--- src/rtl/cpu8_out_capture.sv ---
`default_nettype none
// ============================================================================
// Module   : cpu8_out_capture
// Brief    : Change-detecting capture FIFO for the CPU8 result bus, drained
//            to a host over valid/ready. Optional per-entry timestamps are
//            enabled by defining CPU8_CAP_TIMESTAMP_EN.
// Revision : 1.0  initial release
// ============================================================================
module cpu8_out_capture #(
    parameter int DEPTH        = 8,
    parameter bit STOP_ON_FULL = 1'b1
) (
    input  logic                   clk,
    input  logic                   master_reset,
    input  logic [7:0]             cpu_out,
    input  logic                   cap_en,
    input  logic                   cap_clr,
    output logic [7:0]             host_data,
    output logic                   host_valid,
    input  logic                   host_ready,
    output logic [$clog2(DEPTH):0] fill,
    output logic                   overflow,
    output logic [1:0]             state
`ifdef CPU8_CAP_TIMESTAMP_EN
    ,
    output logic [15:0]            host_ts
`endif
);

    localparam int AW = $clog2(DEPTH);
`ifdef CPU8_CAP_TIMESTAMP_EN
    localparam int EW = 24;
`else
    localparam int EW = 8;
`endif
    localparam logic [AW:0]   FULL_CNT = (AW+1)'(DEPTH);
    localparam logic [AW:0]   CNT_ONE  = (AW+1)'(1);
    localparam logic [AW-1:0] PTR_ONE  = (AW)'(1);

    typedef enum logic [1:0] {
        IDLE    = 2'd0,
        ARMED   = 2'd1,
        CAPTURE = 2'd2,
        FROZEN  = 2'd3
    } state_t;

    state_t          state_q, state_d;
    logic [7:0]      last_q, last_d;
    logic            overflow_q, overflow_d;
    logic [AW-1:0]   wr_ptr_q, wr_ptr_d;
    logic [AW-1:0]   rd_ptr_q, rd_ptr_d;
    logic [AW:0]     count_q, count_d;
    logic [EW-1:0]   head_q, head_d;
    logic [EW-1:0]   mem_q [DEPTH];
    logic [EW-1:0]   push_entry;
    logic            push_req;
    logic            push_ok;
    logic            pop;
    logic            full;

    assign full       = (count_q == FULL_CNT);
    assign host_valid = (count_q != '0);
    assign pop        = host_valid & host_ready & ~cap_clr;
    // A push into a full FIFO only fits when the head leaves in the same cycle.
    assign push_ok    = push_req & ~cap_clr & (~full | pop);

    // ------------------------------------------------------------------
    // Capture state machine
    // ------------------------------------------------------------------
    always_comb begin
        state_d    = state_q;
        last_d     = last_q;
        overflow_d = overflow_q;
        push_req   = 1'b0;
        case (state_q)
            IDLE: begin
                if (cap_en) begin
                    state_d = ARMED;
                end
            end
            ARMED: begin
                push_req = 1'b1;
                last_d   = cpu_out;
                state_d  = CAPTURE;
            end
            CAPTURE: begin
                if (!cap_en) begin
                    state_d = IDLE;
                end else if (cpu_out != last_q) begin
                    push_req = 1'b1;
                    last_d   = cpu_out;
                end
            end
            default: begin
                state_d = FROZEN;
            end
        endcase

        if (push_req && full && !pop) begin
            overflow_d = 1'b1;
            if (STOP_ON_FULL) begin
                state_d = FROZEN;
            end
        end

        if (cap_clr) begin
            state_d    = IDLE;
            overflow_d = 1'b0;
        end
    end

    // ------------------------------------------------------------------
    // FIFO pointers, occupancy and registered head
    // ------------------------------------------------------------------
    always_comb begin
        wr_ptr_d = wr_ptr_q;
        rd_ptr_d = rd_ptr_q;
        count_d  = count_q;
        head_d   = head_q;
        if (cap_clr) begin
            wr_ptr_d = '0;
            rd_ptr_d = '0;
            count_d  = '0;
        end else begin
            if (push_ok) begin
                wr_ptr_d = wr_ptr_q + PTR_ONE;
            end
            if (pop) begin
                rd_ptr_d = rd_ptr_q + PTR_ONE;
            end
            case ({push_ok, pop})
                2'b10:   count_d = count_q + CNT_ONE;
                2'b01:   count_d = count_q - CNT_ONE;
                default: count_d = count_q;
            endcase
            // The new head is the entry being written this cycle when the
            // read pointer lands on the write slot; otherwise it is in memory.
            if (count_d != '0) begin
                if (push_ok && (rd_ptr_d == wr_ptr_q)) begin
                    head_d = push_entry;
                end else begin
                    head_d = mem_q[rd_ptr_d];
                end
            end
        end
    end

    always_ff @(posedge clk or posedge master_reset) begin
        if (master_reset) begin
            state_q    <= IDLE;
            last_q     <= '0;
            overflow_q <= 1'b0;
            wr_ptr_q   <= '0;
            rd_ptr_q   <= '0;
            count_q    <= '0;
            head_q     <= '0;
        end else begin
            state_q    <= state_d;
            last_q     <= last_d;
            overflow_q <= overflow_d;
            wr_ptr_q   <= wr_ptr_d;
            rd_ptr_q   <= rd_ptr_d;
            count_q    <= count_d;
            head_q     <= head_d;
        end
    end

    always_ff @(posedge clk) begin
        if (push_ok) begin
            mem_q[wr_ptr_q] <= push_entry;
        end
    end

`ifdef CPU8_CAP_TIMESTAMP_EN
    logic [15:0] ts_q, ts_d;

    // Free-running stamp, zeroed on the IDLE->ARMED transition so the
    // baseline entry always carries 0.
    always_comb begin
        ts_d = ts_q + 16'd1;
        if ((state_q == IDLE) && (state_d == ARMED)) begin
            ts_d = 16'd0;
        end
    end

    always_ff @(posedge clk or posedge master_reset) begin
        if (master_reset) begin
            ts_q <= 16'd0;
        end else begin
            ts_q <= ts_d;
        end
    end

    assign push_entry = {cpu_out, ts_q};
    assign host_ts    = head_q[15:0];
`else
    assign push_entry = cpu_out;
`endif

    assign host_data = head_q[EW-1 -: 8];
    assign fill      = count_q;
    assign overflow  = overflow_q;
    assign state     = state_q;

endmodule
`default_nettype wire

--- config.mk ---
export PLATFORM = sky130hd
export DESIGN_NAME = cpu8_out_capture
export DESIGN_NICKNAME = d
export VERILOG_FILES = /design/src/rtl/cpu8_out_capture.sv
export SDC_FILE = /design/constraint.sdc
export NUM_CORES = 1
export LEC_CHECK = 0
export ABC_AREA = 1
export ABC_CLOCK_PERIOD_IN_PS = 4250
export BUFFER_PORTS_ARGS = -buffer_cell sky130_fd_sc_hd__buf_2
export CAP_MARGIN = 20
export CORE_MARGIN = 2
export CORE_UTILIZATION = 50
export CTS_CLUSTER_DIAMETER = 150
export CTS_CLUSTER_SIZE = 14
export DETAILED_ROUTE_END_ITERATION = 7
export GPL_TIMING_DRIVEN = 0
export PLACE_DENSITY = 0.68
export SYNTH_ARGS = -nofsm -noshare
export SYNTH_HDL_FRONTEND = slang
export SYNTH_SLANG_ARGS = --single-unit
--- constraint.sdc ---
create_clock -name clk -period 4.25 [get_ports clk]
set_input_delay 1.275 -clock clk [delete_from_list [all_inputs] [get_ports clk]]
set_output_delay 1.275 -clock clk [all_outputs]
set_load 0.005 [all_outputs]
==> results of run 1 <==
==> worst max-delay path by stage <==
stage / end / depth (start not counted)
floorplan: host_data[0] / 22
global route: host_data[7] / 23
CTS: host_data[1] / 23
finish: host_data[1] / 23
global placement: host_data[1] / 23
detailed placement: host_data[7] / 23
==> power groups by stage <==
stage | Combinational [W] | Clock (W) | Sequential [W]
global route | 0.000944 | 0.000619 | 0.00117
finish | 0.000829 | 0.000582 | 0.00116
CTS | 0.000829 | 0.000588 | 0.00116
global placement | 0.000806 | 0 | 0.00117
floorplan | 0.000588 | 0 | 0.00117
detailed placement | 0.000823 | 0 | 0.00118
==> stage by stage <==
step                      hold slack (ps)  setup WS [ps]  utilization (%)  cell area (um2)
after floorplan                       502            912                -             4370
after global placement                511            256             54.0             4640
after detailed placement              511            188             54.0             4640
after CTS                             542            567             56.3             4840
after global routing                  557            271             56.6             4860
final                                 537            559             56.6             4860
==> cell type report <==
class                      instances  area share, %
tap                              108           2.78
inverter                          39           3.03
sequential                        93           54.4
clock inverter                     7           1.52
timing repair buffer              28           3.34
buffer                            12           1.39
multi-input combinational        295           31.0
clock buffer                       9           2.55
==> synthesized netlist by cell type (2+ instances only) <==
cell | instances | share of area, %
xor2_2 | 2 | 0.74
mux2_2 | 3 | 0.77
clkbuf_1 | 3 | 0.26
o21ai_0 | 15 | 1.7
buf_2 | 6 | 0.69
a21oi_1 | 5 | 0.57
nand3_1 | 53 | 6.1
nand2_1 | 143 | 12
nor2_1 | 25 | 2.1
inv_2 | 6 | 0.52
inv_1 | 32 | 2.7
edfxtp_1 | 64 | 44
buf_4 | 2 | 0.34
xnor2_1 | 4 | 0.80
nand2_2 | 6 | 0.86
o21ai_1 | 5 | 0.57
nand4_1 | 10 | 1.4
ha_1 | 8 | 2.3
nand3_2 | 2 | 0.46
dfrtp_1 | 29 | 17
==> registers in the layout, summed over array words and instances (netlist names) <==
register,cells
fill,4
host_data,8
last_q,8
mem_q,64
overflow,1
rd_ptr_q,3
state,2
wr_ptr_q,3
==> layer usage <==
layer / wire length, um / up-vias
met1: 4130 / 1488
met2: 4400 / 73
met5: 0 / -
li1: - / 1544
met3: 428 / 16
met4: 161 / 0
==> critical path, cell delays in order <==
cell	delay (ps)
buf_2	220
inv_1	100
nand2_1	80
nand2_1	40
nand2_1	60
nor2_1	40
nand2_1	90
nand2_1	70
nand2_1	140
nand2_1	100
nand2_2	120
inv_1	90
ha_1	320
nand2_1	70
nand2_1	50
a31oi_1	200
inv_1	60
nand3_1	100
nand4_1	120
nand3_2	220
nand3_2	200
nand2_1	120
nand2_1	60
==> logic make-up after synthesis <==
family,after synthesis,synth area share [%]
and+or+nand+nor,245,24.9
DFF,93,60.6
buffers and inverters,51,4.93
AOI/OAI and AO/OA,31,4.27
adders and majority gates,9,2.75
xor gates and xnor gates,7,1.75
muxes,3,0.773
==> placed cells by master, fill, tap and decap left out, drive strengths merged <==
cell / n
nand3b: 1
nand3: 56
xnor2: 4
inv: 43
a21oi: 6
clkbuf: 12
fa: 1
o21ai: 21
o21a: 1
a31oi: 1
xor2: 3
nand4: 10
o211ai: 1
buf: 37
dfrtp: 29
nand2: 150
nor3: 2
clkinv: 3
ha: 8
edfxtp: 64
o211a: 1
nor2: 26
mux2: 3
==> results.ini, run 1 <==
[outcome]
status=completed

[sta]
final.setup_skew_ps=10.0
worst_slew_pin_slew_ps=861
fmax_mhz=271
rsz0062_at_grt=no
setup_viol=0
finalHoldViolations=0
slew_headroom_pct=42.4
drv_slew=0
fin_crit_ps=3690
tns_ps=0
post-route-period-util_pct=86.8

[clock_network]
clk_pin_slew_ps=100
post_cts_buffers=0
cts-buffers-inserted=9
cts_resized=0
cts_tree=yes
root_buffer=clkbuf_8
cts.sinks=93
cts_hold_buf=0
cts_buffer_depth=2
clock_latency_ps=370
htree_levels=3

[setup_path]
r2r_end=host_data[1]
rr_worst_depth=20
start_kind=primary input
crit_path_end_kind=flop
crit_type=in2reg
worst_r2r_startpoint=state[0]
arrival_ps=3960
startpoint=cpu_out[1]
worstPathRequired_ps=4520
path_max_fanout=11
ff2ff_setup_slack_ps=1300

[pwr]
intPower_w=0.00162
pwr-share-clk_pct=22.6
combPwrFrac_pct=32.3
peakVddDrop_v=0.000354
power-per-cell-area_nw_per_um2=528
pwr-share-seq_pct=45.1
power_w=0.00257
power.leakage_nw=2.15
switching_share_pct=36.7
power_switching_w=0.000944

[global_routing]
grt.busiest_layer=met2
grtUsageMet1_pct=27.6
gr-total-overflow=0
use_met2_pct=32.9
first_global_vias=3066
grt_pass1_wl_mm=15.1
antenna_found_initial=0
grt_max_degree=30
gr-usage-all-layers_pct=20.2
use_met3_pct=2.59

[synthesis]
ys.flop_type=edfxtp_1
netlist_area_um2=4370
yosys_warnings=0
synth_seq_cells=93
synth_nets=461
async_flop_share_pct=31.2
seq_area_frac_synth_pct=60.6
ys_types=36
synth_edf_count=64
syn_inst=439
avgSynthCellArea_um2=9.95

[flow_run]
drv_cap=0

[route]
routedWlPerCell_um=15.4
first_pass_iters=5
drtIter0Drc=226
vias_per_cell=5.28
num_vias=3121
routed_wl_mm=9.12
drtAntennaViolNets=0
drc=0

[placement]
dpl.hpwl_mm=6.33
dp.cells=574
port_buffers=27
gp_congestion=0.849

[final_layout]
area_growth_pct=11.3
multi_input_area_um2=1510
final_nets=500
regArea_um2=2650
antenna_cells=0
drive_gt1_share_pct=16.8
final_cells=591
fill_cells=747

[die]
rows=34
die_w_um=97.5
initial_core_util_pct=50.8
io_pins=29
dieArea_um2=9500
core-area_um2=8590
fp.dieH_um=97.5

[hold_path]
min_from=last_q[5]
min_to=last_q[5]
hp-class=reg2reg
hold_path_depth=1

Note: power is estimated with default switching activity, not from simulation.
==> run 2: changes to the inputs <==
--- a/config.mk
+++ b/config.mk
@@ -5,7 +5,6 @@
 export SDC_FILE = /design/constraint.sdc
 export NUM_CORES = 1
 export LEC_CHECK = 0
-export ABC_AREA = 1
 export ABC_CLOCK_PERIOD_IN_PS = 4250
 export BUFFER_PORTS_ARGS = -buffer_cell sky130_fd_sc_hd__buf_2
 export CAP_MARGIN = 20
==> results.ini, run 2 <==
[setup_path]
crit_buf_inv=3  ; -1
worstPathRequired_ps=4480  ; -40 ps
critPathTopFamily=compound AO/OA/AOI/OAI gates
crit_type=in2reg
cpMaxStageDelayCell=nor4_2
ff2ff_setup_slack_ps=740  ; -560 ps
cp_common_cell=a21o_1
path_cells=buf_4 -> xor2_1 -> nor4_2 -> a21oi_2 -> o21a_1 -> clkbuf_8 -> nor2b_4 -> ha_4 -> a21o_1 -> a21o_1 -> o211ai_1 -> o32ai_2 -> a211oi_2 -> a31o_1 -> buf_8 -> mux2_2
start_kind=primary input
crit_path_end_kind=flop
path_max_fanout=11  ; unchanged
cpPeakStageDelay_ps=350  ; +30 ps
arrival_ps=4420  ; +460 ps

[synthesis]
seq_area_frac_synth_pct=62.1  ; +1.5 points
async_flop_share_pct=31.2  ; unchanged
syn_inst=275  ; -37%
ys_types=50  ; +39%
avgSynthCellArea_um2=15.5  ; +56%
synth_nets=297  ; -36%
yosys.area.top_type=edfxtp_1
synth_seq_cells=93  ; unchanged
synth_top_area_share_pct=45.1  ; +1.1 points
netlist_area_um2=4270  ; -2.4%
yosysMostFrequentCell=edfxtp_1
synth_edf_count=64  ; unchanged
ys_top_cells_by_area=edfxtp_1 (45%), dfrtp_1 (17%), mux4_2 (8.4%)
synth_common_cells=edfxtp_1 (64), dfrtp_1 (29), mux2i_1 (19)
yosys_warnings=0  ; unchanged
ys.flop_type=edfxtp_1

[clock_network]
clock_latency_ps=350  ; -20 ps
clk_pin_slew_ps=80  ; -20 ps
root_buffer=clkbuf_8
cts_tree=yes
htree_levels=3  ; unchanged
cts-buffers-inserted=9  ; unchanged
cts_buffer_depth=2  ; unchanged
cts.sinks=93  ; unchanged

[final_layout]
largest_reg_flops=64  ; unchanged
drive_gt1_share_pct=33.1  ; +16 points
final_cells=437  ; -26%
largest_register=mem_q
final_cell_area_um2=4970  ; +2.3%
final_cell_mix=edfxtp_1 (64), dfrtp_1 (29), buf_2 (26)
area_growth_pct=16.6
final_common_cell=edfxtp_1
final_nets=349  ; -30%
antenna_cells=0  ; unchanged

[sta]
hold_slack_ps=488  ; -49.6 ps
drv_slew=0  ; unchanged
slew_headroom_pct=43.3  ; +0.95 points
fin_crit_ps=4180  ; +493 ps
final.setup_skew_ps=9.86  ; -0.163 ps
setup_viol=0  ; unchanged
finalHoldViolations=0  ; unchanged
post-route-period-util_pct=98.4  ; +12 points
worst_slew_pin_slew_ps=850  ; -11.0 ps
fmax_mhz=239  ; -12%

[outcome]
status=completed

[hold_path]
hp-class=reg2reg

[pwr]
power-per-cell-area_nw_per_um2=520  ; -1.4%
peakVddDrop_v=0.000247  ; -30%
power.leakage_nw=1.99  ; -7.2%
power_w=0.00259  ; +0.80%

[route]
drtAntennaViolNets=0  ; unchanged
routedWlPerCell_um=18.0  ; +17%
routed_wl_mm=7.86  ; -14%
drtIter0Drc=127  ; -44%
first_pass_iters=4  ; -1
drc=0  ; unchanged
vias_per_cell=5.53  ; +4.6%
num_vias=2415  ; -23%

[global_routing]
gr-total-overflow=0  ; unchanged
antenna_found_initial=0  ; unchanged
first_global_vias=2274  ; -26%
grt_max_degree=20  ; -33%
gr-usage-all-layers_pct=18.3  ; -1.9 points
grt_pass1_wl_mm=12.2  ; -19%

[die]
initial_core_util_pct=51.7  ; +0.81 points
rows=33  ; -2.9%
dieArea_um2=9290  ; -2.3%
fp.dieH_um=96.4  ; -1.1%
core-area_um2=8260  ; -3.9%
io_pins=29  ; unchanged
die_w_um=96.4  ; -1.1%

[placement]
dp.cells=414  ; -28%
dpl.hpwl_mm=5.62  ; -11%
place_area_um2=4630  ; -0.27%
gp_congestion=0.739  ; -13%
port_buffers=26  ; -3.7%

[flow_run]
drv_cap=0  ; unchanged

-- run 2: final cells by class --
cell class,count,area (um2)
plain buffers,12,82.6
clock buffers,10,128
clock inverters,6,71.3
fillers,646,3280
inverters,13,48.8
multi-input cells,157,1590
flip-flops and latches,93,2650
well taps,105,131
repair buffers,41,273
-- run 2: worst paths after layout --
check | from | depth (start not counted) | end
worst min register to register | host_data[0] | 1 | host_data[0]
max in group asynchronous | master_reset | 3 | host_data[2]
worst max-delay path | cpu_out[2] | 16 | host_data[2]
worst max register to register | last_q[6] | 15 | host_data[2]
min in group asynchronous | master_reset | 2 | host_data[7]
worst min-delay path | host_data[0] | 1 | host_data[0]
-- run 2: power by group --
part           internal, W  switching (W)  total, W  leakage, nW
registers          0.00109      0.0000698   0.00116        0.945
logic             0.000432       0.000410  0.000842        0.954
clock network     0.000278       0.000311  0.000589       0.0935
total              0.00180       0.000791   0.00259         1.99
-- run 2: logic make-up (layout without fill, tap and decap cells) --
group | Yosys count | after routing | synth area share [%]
flops | 93 | 93 | 62.1
simple gates | 53 | 53 | 6.81
mux | 50 | 50 | 16.9
compound gates | 27 | 27 | 4.52
buf+inv | 25 | 82 | 2.61
xor+xnor | 18 | 18 | 4.31
fa+ha+maj | 9 | 9 | 2.82
-- run 2: per-stage QoR --
stage	setup WS (ps)	setup TNS, ps	utilization [%]
global route	-21.0	-93.1	60.2
floorplan	29.6	0	-
CTS	25.8	0	59.7
global placement	-830	-16990	54.9
detailed placement	-859	-6690	56.0
finish	66.4	0	60.2
-- run 2: per-layer routing --
layer	global-route usage [%]	vias up	share of wire, %
met5	0	-	0
met4	5.99	0	0.83
li1	-	1134	-
met1	27.8	1232	49
met3	2.82	5	2.8
met2	27.2	44	47
-- run 2: worst reg2reg max path, cell delays in order, from the launching register on --
cell	delay, ps
dfrtp_1	390
xor2_1	170
nor4_2	360
a21oi_2	110
o21a_1	210
clkbuf_8	150
nor2b_4	170
ha_4	220
a21o_1	180
a21o_1	200
o211ai_1	140
o32ai_2	150
a211oi_2	250
a31o_1	210
buf_8	150
mux2_2	340
-- run 2: timing repair --
item                                    in CTS  in global routing
endpoints found under the setup margin       8                  7
pin swaps                                    7                  9
hold buffers                                 0                  0
setup buffers                                5                  2
gates resized for setup                     13                  8
==> run 3: changes to the inputs <==
--- a/config.mk
+++ b/config.mk
@@ -14,7 +14,8 @@
 export CTS_CLUSTER_SIZE = 14
 export DETAILED_ROUTE_END_ITERATION = 7
 export GPL_TIMING_DRIVEN = 0
-export PLACE_DENSITY = 0.68
+export PLACE_DENSITY = 0.69
+export SKIP_LAST_GASP = 1
 export SYNTH_ARGS = -nofsm -noshare
 export SYNTH_HDL_FRONTEND = slang
 export SYNTH_SLANG_ARGS = --single-unit
==> results.ini, run 3 (same netlist as run 2, synthesis figures left out) <==
[route]
drtAntennaViolNets=0  ; unchanged
routedWlPerCell_um=18.2  ; +1.5%
drc=0  ; unchanged
drtIter0Drc=171  ; +35%
routed_wl_mm=7.96  ; +1.2%
vias_per_cell=5.53  ; about the same
first_pass_iters=4  ; unchanged
num_vias=2409  ; -0.25%

[setup_path]
worstPathRequired_ps=4490  ; about the same
rr_worst_depth=15  ; unchanged
ff2ff_setup_slack_ps=730  ; about the same
path_cells=buf_6 -> xor2_2 -> nor4_2 -> a21oi_2 -> o21a_1 -> buf_8 -> nor2b_4 -> ha_4 -> a21o_1 -> a21o_1 -> o211ai_1 -> o32ai_2 -> a211oi_2 -> a31o_1 -> buf_8 -> mux2_4
cpPeakStageDelay_ps=350  ; about the same
crit_type=in2reg
cpMaxStageDelayCell=nor4_2
r2r_end=host_data[6]
start_kind=primary input
worst_r2r_startpoint=last_q[4]
crit_path_end_kind=flop
path_max_fanout=11  ; unchanged
arrival_ps=4370  ; -50 ps

[sta]
post-route-period-util_pct=97.0  ; -1.4 points
fin_ws_ps=127  ; +60.9 ps
worst_slew_pin_slew_ps=942  ; +91.1 ps
drv_slew=0  ; unchanged
finalHoldViolations=0  ; unchanged
fin_crit_ps=4120  ; -60.9 ps
setup_viol=0  ; unchanged
hold_slack_ps=499  ; +11.3 ps
slew_headroom_pct=37.1  ; -6.2 points
tns_ps=0  ; unchanged
fmax_mhz=243  ; +1.5%
final.setup_skew_ps=6.58  ; -3.29 ps

[clock_network]
cts.sinks=93  ; unchanged
cts_tree=yes
cts_hold_buf=0  ; unchanged
cts_buffer_depth=2  ; unchanged
clock_latency_ps=360  ; about the same
root_buffer=clkbuf_8
htree_levels=3  ; unchanged
clk_pin_slew_ps=90  ; about the same
cts-buffers-inserted=9  ; unchanged

[pwr]
intPower_w=0.00179  ; -0.43%
combPwrFrac_pct=34.8  ; +2.3 points
peakVddDrop_v=0.000208  ; -16%
power-per-cell-area_nw_per_um2=523  ; +0.55%
power.leakage_nw=2.03  ; +2.1%
switching_share_pct=31.8  ; +1.3 points
pwr-share-seq_pct=44.5  ; -0.2 points
pwr-share-clk_pct=20.7  ; -2.0 points
power_switching_w=0.000835  ; +5.6%

[die]
initial_core_util_pct=51.7  ; unchanged
fp.dieH_um=96.4  ; unchanged
die_w_um=96.4  ; unchanged
core-area_um2=8260  ; unchanged
rows=33  ; unchanged
dieArea_um2=9290  ; unchanged
io_pins=29  ; unchanged

[final_layout]
area_growth_pct=17.6
antenna_cells=0  ; unchanged
final_common_cell=edfxtp_1
fill_cells=644  ; -0.31%
largest_register=mem_q
drive_gt1_share_pct=34.7  ; +1.6 points
final_nets=348  ; -0.29%
fin_util_pct=60.8  ; +0.52 points
largest_reg_flops=64  ; unchanged
final_cell_mix=edfxtp_1 (64), dfrtp_1 (29), buf_2 (25)

[global_routing]
grt_max_degree=21  ; +5.0%
gr-total-overflow=0  ; unchanged
grt_pass1_wl_mm=12.4  ; +1.3%
gr-usage-all-layers_pct=18.6  ; +0.31 points
antenna_found_initial=0  ; unchanged
first_global_vias=2330  ; +2.5%

[placement]
post-place-ws_ps=-786  ; +73.4 ps
gp_congestion=0.802  ; +8.5%
port_buffers=26  ; unchanged
dpl.hpwl_mm=5.56  ; -1.1%

[hold_path]
hold_path_depth=2  ; +1
min_to=overflow
hp-class=reg2reg
min_from=overflow

[outcome]
status=completed

[flow_run]
drv_cap=0  ; unchanged

## run 3: power by group through the flow
stage	clock, W	combinational, W	sequential (W)
global route	0.000592	0.00101	0.00119
floorplan	0	0.000555	0.00118
global placement	0	0.000736	0.00118
detailed placement	0	0.000772	0.00118
finish	0.000544	0.000913	0.00117
CTS	0.000558	0.000823	0.00116
## run 3: per-stage QoR
stage               instances  area, um2  total power [W]
floorplan                 275       4270          0.00173
global placement          406       4530          0.00191
detailed placement        414       4630          0.00196
CTS                       433       4880          0.00254
global route              436       5020          0.00279
finish                    436       5020          0.00263
## run 3: critical path, delay by kind of cell
family / cells / cell delay (ps)
AO/OA/AOI/OAI: 8 / 1460
XOR/XNOR: 1 / 150
adder cells (fa/ha/maj): 1 / 220
buffers and inverters: 3 / 420
multiplexers: 1 / 310
AND/OR/NAND/NOR: 2 / 510
## run 3: worst max path at each step
stage | from | to | slack, ps | cells past startpoint
2_1_floorplan | cpu_out[4] | host_data[1] | 30 | 15
3_3_place_gp | cpu_out[4] | host_data[7] | -760 | 16
3_5_place_dp | cpu_out[4] | host_data[2] | -790 | 16
4_1_cts | cpu_out[2] | host_data[2] | 7 | 16
5_1_grt | cpu_out[4] | host_data[6] | -30 | 16
6_report | cpu_out[4] | host_data[6] | 130 | 16
## run 3: cell type report
| type | count | area [um2] | share of cell area (%) |
|---|---|---|---|
| Sequential cell | 93 | 2650 | 52.8 |
| Multi-Input combinational cell | 157 | 1630 | 32.6 |
| Timing Repair Buffer | 40 | 290 | 5.79 |
| Tap cell | 105 | 131 | 2.62 |
| Clock buffer | 9 | 124 | 2.47 |
| Buffer | 12 | 83.8 | 1.67 |
| Clock inverter | 7 | 57.6 | 1.15 |
| Inverter | 13 | 48.8 | 0.973 |
## run 3: metal layers
layer  vias to the layer above  part of all wire [%]  GRT usage (%)
met5                         -                     0              0
met4                         0                   1.4           7.16
met3                         9                   2.3           3.05
met2                        37                    48           28.0
met1                      1228                    49           27.3
li1                       1135                     -              -
## run 3: timing repair
action | in CTS | in global routing
buffers inserted | 3 | 3
gates resized for setup | 10 | 33
endpoints found under the setup margin | 8 | 7
cloned | 0 | 0
pin swaps | 7 | 10
